<file path="config.mk">
export PLATFORM = sky130hd
export DESIGN_NAME = uart_rx_packetizer
export DESIGN_NICKNAME = d
export VERILOG_FILES = /design/src/rtl/uart_rx_packetizer.sv
export SDC_FILE = /design/constraint.sdc
export NUM_CORES = 1
export LEC_CHECK = 0
export BUFFER_PORTS_ARGS = -buffer_cell sky130_fd_sc_hd__buf_2
export CAP_MARGIN = 20
export CORE_ASPECT_RATIO = 1.25
export CORE_MARGIN = 2
export CORE_UTILIZATION = 58
export DETAILED_ROUTE_END_ITERATION = 8
export PLACE_DENSITY = 0.8
export SYNTH_ARGS = -nofsm -noshare
export SYNTH_HDL_FRONTEND = slang
export SYNTH_SLANG_ARGS = --single-unit
</file>
<file path="constraint.sdc">
create_clock -name clk -period 27.6 [get_ports clk]
set_input_delay 2.76 -clock clk [delete_from_list [all_inputs] [get_ports clk]]
set_output_delay 2.76 -clock clk [all_outputs]
set_load 0.05 [all_outputs]
</file>
<file path="src/rtl/uart_rx_packetizer.sv">
// Packs UART receiver bytes into fixed-length, checksum-validated packets on a held output register.
// Latency: packet_valid rises 1 clk after the checksum byte strobe; error pulses are also 1 clk late.
// Backpressure: a good packet arriving while the previous one is unacked is dropped and flagged as overrun.
module uart_rx_packetizer #(
    parameter int PACKET_BYTES = 44,
    parameter int CNT_W        = 7
) (
    input  logic                      clk,
    input  logic                      reset,
    input  logic [7:0]                rx_byte,
    input  logic                      rx_data_ready,
    input  logic                      rx_error,
    input  logic                      rx_busy,
    output logic [8*PACKET_BYTES-1:0] packet_data,
    output logic                      packet_valid,
    input  logic                      packet_ack,
    output logic                      receiving,
    output logic                      err_checksum,
    output logic                      err_framing,
    output logic                      err_timeout,
    output logic                      err_overrun
);

    localparam int DW = 8 * PACKET_BYTES;

    typedef enum logic [1:0] {
        S_IDLE    = 2'd0,
        S_RECV    = 2'd1,
        S_DISCARD = 2'd2
    } state_t;

    state_t           state;
    state_t           state_nxt;

    logic [DW-1:0]    shreg;
    logic [DW-1:0]    shreg_shifted;
    logic [CNT_W-1:0] cnt;
    logic [7:0]       sum;
    logic [7:0]       sum_total;

    logic             start;
    logic             accum;
    logic             complete;
    logic             clr;
    logic             framing_nxt;
    logic             timeout_nxt;
    logic             chk_good;
    logic             publish;
    logic             overrun_nxt;
    logic             checksum_nxt;

    // New byte enters at the top so the first byte of a packet ends at [7:0].
    assign shreg_shifted = (shreg >> 8) | (DW'(rx_byte) << (DW - 8));
    assign sum_total     = sum + rx_byte;

    assign chk_good      = complete && (sum_total == 8'h00);
    assign publish       = chk_good && (!packet_valid || packet_ack);
    assign overrun_nxt   = chk_good && packet_valid && !packet_ack;
    assign checksum_nxt  = complete && (sum_total != 8'h00);

    always_ff @(posedge clk or posedge reset) begin
        if (reset) begin
            state <= S_IDLE;
        end else begin
            state <= state_nxt;
        end
    end

    always_comb begin
        state_nxt   = state;
        start       = 1'b0;
        accum       = 1'b0;
        complete    = 1'b0;
        clr         = 1'b0;
        framing_nxt = 1'b0;
        timeout_nxt = 1'b0;
        case (state)
            S_IDLE: begin
                if (rx_error) begin
                    framing_nxt = 1'b1;
                    state_nxt   = S_DISCARD;
                end else if (rx_data_ready) begin
                    start     = 1'b1;
                    state_nxt = S_RECV;
                end
            end
            S_RECV: begin
                if (rx_error) begin
                    framing_nxt = 1'b1;
                    clr         = 1'b1;
                    state_nxt   = S_DISCARD;
                end else if (rx_data_ready) begin
                    // A byte arriving on the same clk as a gap wins over the gap.
                    if (cnt == CNT_W'(PACKET_BYTES)) begin
                        complete  = 1'b1;
                        clr       = 1'b1;
                        state_nxt = S_IDLE;
                    end else begin
                        accum = 1'b1;
                    end
                end else if (!rx_busy) begin
                    timeout_nxt = 1'b1;
                    clr         = 1'b1;
                    state_nxt   = S_IDLE;
                end
            end
            S_DISCARD: begin
                if (!rx_busy) begin
                    state_nxt = S_IDLE;
                end
            end
            default: begin
                clr       = 1'b1;
                state_nxt = S_IDLE;
            end
        endcase
    end

    always_ff @(posedge clk or posedge reset) begin
        if (reset) begin
            shreg <= '0;
            cnt   <= '0;
            sum   <= 8'h00;
        end else if (start) begin
            shreg <= shreg_shifted;
            cnt   <= CNT_W'(1);
            sum   <= rx_byte;
        end else if (accum) begin
            shreg <= shreg_shifted;
            cnt   <= cnt + CNT_W'(1);
            sum   <= sum_total;
        end else if (clr) begin
            cnt   <= '0;
            sum   <= 8'h00;
        end
    end

    // The shift register keeps assembling while packet_data is held for the consumer.
    always_ff @(posedge clk or posedge reset) begin
        if (reset) begin
            packet_data  <= '0;
            packet_valid <= 1'b0;
        end else if (publish) begin
            packet_data  <= shreg;
            packet_valid <= 1'b1;
        end else if (packet_valid && packet_ack) begin
            packet_valid <= 1'b0;
        end
    end

    always_ff @(posedge clk or posedge reset) begin
        if (reset) begin
            receiving    <= 1'b0;
            err_checksum <= 1'b0;
            err_framing  <= 1'b0;
            err_timeout  <= 1'b0;
            err_overrun  <= 1'b0;
        end else begin
            receiving    <= (state_nxt == S_RECV);
            err_checksum <= checksum_nxt;
            err_framing  <= framing_nxt;
            err_timeout  <= timeout_nxt;
            err_overrun  <= overrun_nxt;
        end
    end

endmodule

</file>
==> flow_summary.toml <==
[timing]
fin_crit_sh_pct = 24.05
final.min_clock_period_ns = 6.639
relSlewSlack_pct = 24.06
finalClockSkew_ns = 0.02056
hold_viol_final = 0
tightest_slew_ns = 1.139
setup-violations-final = 0
rsz0062_at_grt = "false"
max_freq_mhz = 150.6
final.setup.tns_ns = 0
slew_violations = 0

[die]
die_area_mm2 = 0.05091
coreArea_mm2 = 0.04842
die_h_um = 251.8
die_x_um = 202.2
io_pins = 372
rows = 90
start_util_pct = 58.82

[routing]
vias = 14694
drc = 0
routedWlPerCell_um = 21.18
routed_via_density = 5.458
ant_nets = 0
first_pass_iters = 5
wl_um = 57020
drt-initial-drc-count = 827

[worst_setup_path]
critPathCaptureType = "flop"
path_buf_inv = 3
criticalPathCategory = "input pin to flop"
crit_arrival_ns = 7.13
worstPathMaxFanout = 138
rrSetupSlack_ns = 22.85
worstReg2RegEnd = "packet_data[222]"
critPathMaxStageDelay_ns = 1.00
crit_slowest_cell = "buf_4"
startpoint_type = "input pin"
rr_startpoint = "sum[0]"
crit_required_ns = 28.09
crit_family = "buffers and inverters"
r2r_cells = 10
cp_cell_sequence = "buf_2 > ha_1 > fa_1 > a211o_1 > a2111oi_0 > a2111oi_2 > and2_1 > nand4_1 > buf_12 > buf_4 > mux2_2"

[logic_synthesis]
synth_compound_area_share_pct = 1.067
yosysSeqAreaShare_pct = 63.87
synth.top_cell.area_share_pct = 63.87
yosys_warnings = 0
syn_nets = 1649
ys_types = 47
postSynthAreaPerCell_um2 = 17.53
synth-simple-area-share_pct = 0.8390
synthMuxAreaShare_pct = 31.52
synth_top_family_by_area = "multiplexers"
synth_top_area_cell = "dfrtp_1"
synthFlopType = "dfrtp_1"
postSynth.asyncResetShare_pct = 100.0
synth_xor_area_share_pct = 0.2152
ys_seq_elements = 727
synthAdderAreaFrac_pct = 0.4656
synth_edf_count = 0
synth_area_mm2 = 0.02848
synth_area_leaders = "dfrtp_1 64%, mux2_2 17%, mux2_4 15%"
syn-instance-count = 1625

[pwr]
ir_worst_vdd_v = 0.00006013
power_leakage_nw = 18.48
powerDensity_mw_per_mm2 = 68.90

[global_route]
grt_pass1_vias = 15756
overflow = 0
grt_max_degree = 205
grt_use_total_pct = 22.65
antenna_found_initial = 0
grt_pass1_wl_um = 91000

[clock_network]
numCtsBuffers = 70
cts_setup_buffers = 0
cts_resized = 0
clock_latency_ns = 0.61
clkTransAtPathRegs_ns = 0.06
cts_tree = "done"
clock-root-buffer = "clkbuf_16"
ctsHtreeMaxLevel = 3
cts_max_path_buffers = 3
cts_num_sinks = 727
hold_buffers = 0

[cells_and_area]
final_cell_area_mm2 = 0.03305
final_core_util_pct = 68.25
syn_to_final_growth_pct = 16.02
nets = 2025
n_antenna_cell = 0
fillers = 3262
drive_above_1_share_pct = 58.11

[hold_path]
holdPathStages = 1
min_from = "packet_data[254]"
hold_class = "flop to flop"
holdPathEnd = "packet_data[254]"

[run]
drv_cap = 0

[placed_design]
globalplace.congestion = 0.8067
place_area_mm2 = 0.03078
post-dp-hpwl_um = 36220
numPortBuffers = 371

[outcome]
outcome = "finished clean"
worst max path at each step:
stage	end	slack, ns	startpoint	depth (start not counted)
2_1_floorplan	cnt[0]	4.44	reset	1
3_3_place_gp	packet_data[236]	20.56	rx_byte[0]	11
3_5_place_dp	packet_data[222]	20.46	rx_byte[0]	11
4_1_cts	packet_data[222]	21.08	rx_byte[0]	11
5_1_grt	packet_data[235]	20.82	rx_byte[0]	11
6_report	packet_data[222]	20.96	rx_byte[0]	11
cells in the mapped netlist (2+ instances only):
master and n:
buf_1 7, clkbuf_1 34, xor2_1 6, nor2_1 8
nand4_1 2, nor3_1 3, nand3b_1 2, mux2_4 280
ha_1 9, mux2_1 2, a211o_1 2, a222oi_1 4
nand2_1 16, a22oi_1 5, nor2b_1 2, dfrtp_1 727
o211ai_1 3, buf_6 31, mux2_2 422, buf_2 7
inv_1 8, nand3_1 4, and2_1 3, a21oi_1 6
o21ai_0 10
kinds of logic (layout without fill, tap and decap cells):
logic type | Yosys count | after routing
flops | 727 | 727
buf+inv | 88 | 511
xor+xnor | 7 | 7
mux | 704 | 704
fa+ha+maj | 10 | 10
simple gates | 47 | 47
compound gates | 42 | 42
report_power, final:
group          switching, mW  internal [mW]
registers             0.0555           1.13
logic                 0.0698         0.0740
clock network          0.393          0.553
total                  0.519           1.76
sequential cells by signal (all words and copies together), names as in the netlist, 2 cells and up:
name and count:
cnt 7, state 2, shreg 352, packet_data 352, sum 8
area by class of cell:
class,count,area (um2),area share [%]
Sequential cell,727,18190,55.05
Timing Repair Buffer,384,2029,6.141
Clock buffer,104,2053,6.213
Clock inverter,15,200.2,0.6058
Multi-Input combinational cell,810,9727,29.43
Inverter,8,37.54,0.1136
Tap cell,644,805.8,2.438
through the flow:
| stage | setup WS (ns) | power (mW) | instances | hold slack, ns |
|---|---|---|---|---|
| 3_5_place_dp | 20.46 | 1.350 | 2572 | 0.4814 |
| 5_1_grt | 20.82 | 2.366 | 2692 | 0.5152 |
| 6_report | 20.96 | 2.277 | 2692 | 0.5019 |
| 3_3_place_gp | 20.56 | 1.340 | 2572 | 0.4717 |
| 4_1_cts | 21.08 | 2.303 | 2691 | 0.5007 |
| 2_1_floorplan | 4.444 | 1.304 | 1625 | 0.4606 |
routing by layer:
metal	share of wire, %	global-route usage [%]	vias to the layer above
li1	-	-	6517
met1	42	30.23	7713
met2	49	36.02	372
met3	6.3	5.929	92
met4	2.9	8.571	0
met5	0	0	-
placed cells by master (no fill, tap or decap), types with 7 or more instances in the layout:
master,count
buf_2,371
buf_4,7
clkbuf_1,20
clkbuf_16,73
clkbuf_8,11
dfrtp_1,727
ha_1,9
inv_1,7
mux2_2,422
mux2_4,280
nand2_1,16
nor2_1,8
o21ai_0,10
(Power assumes the default switching activity.)
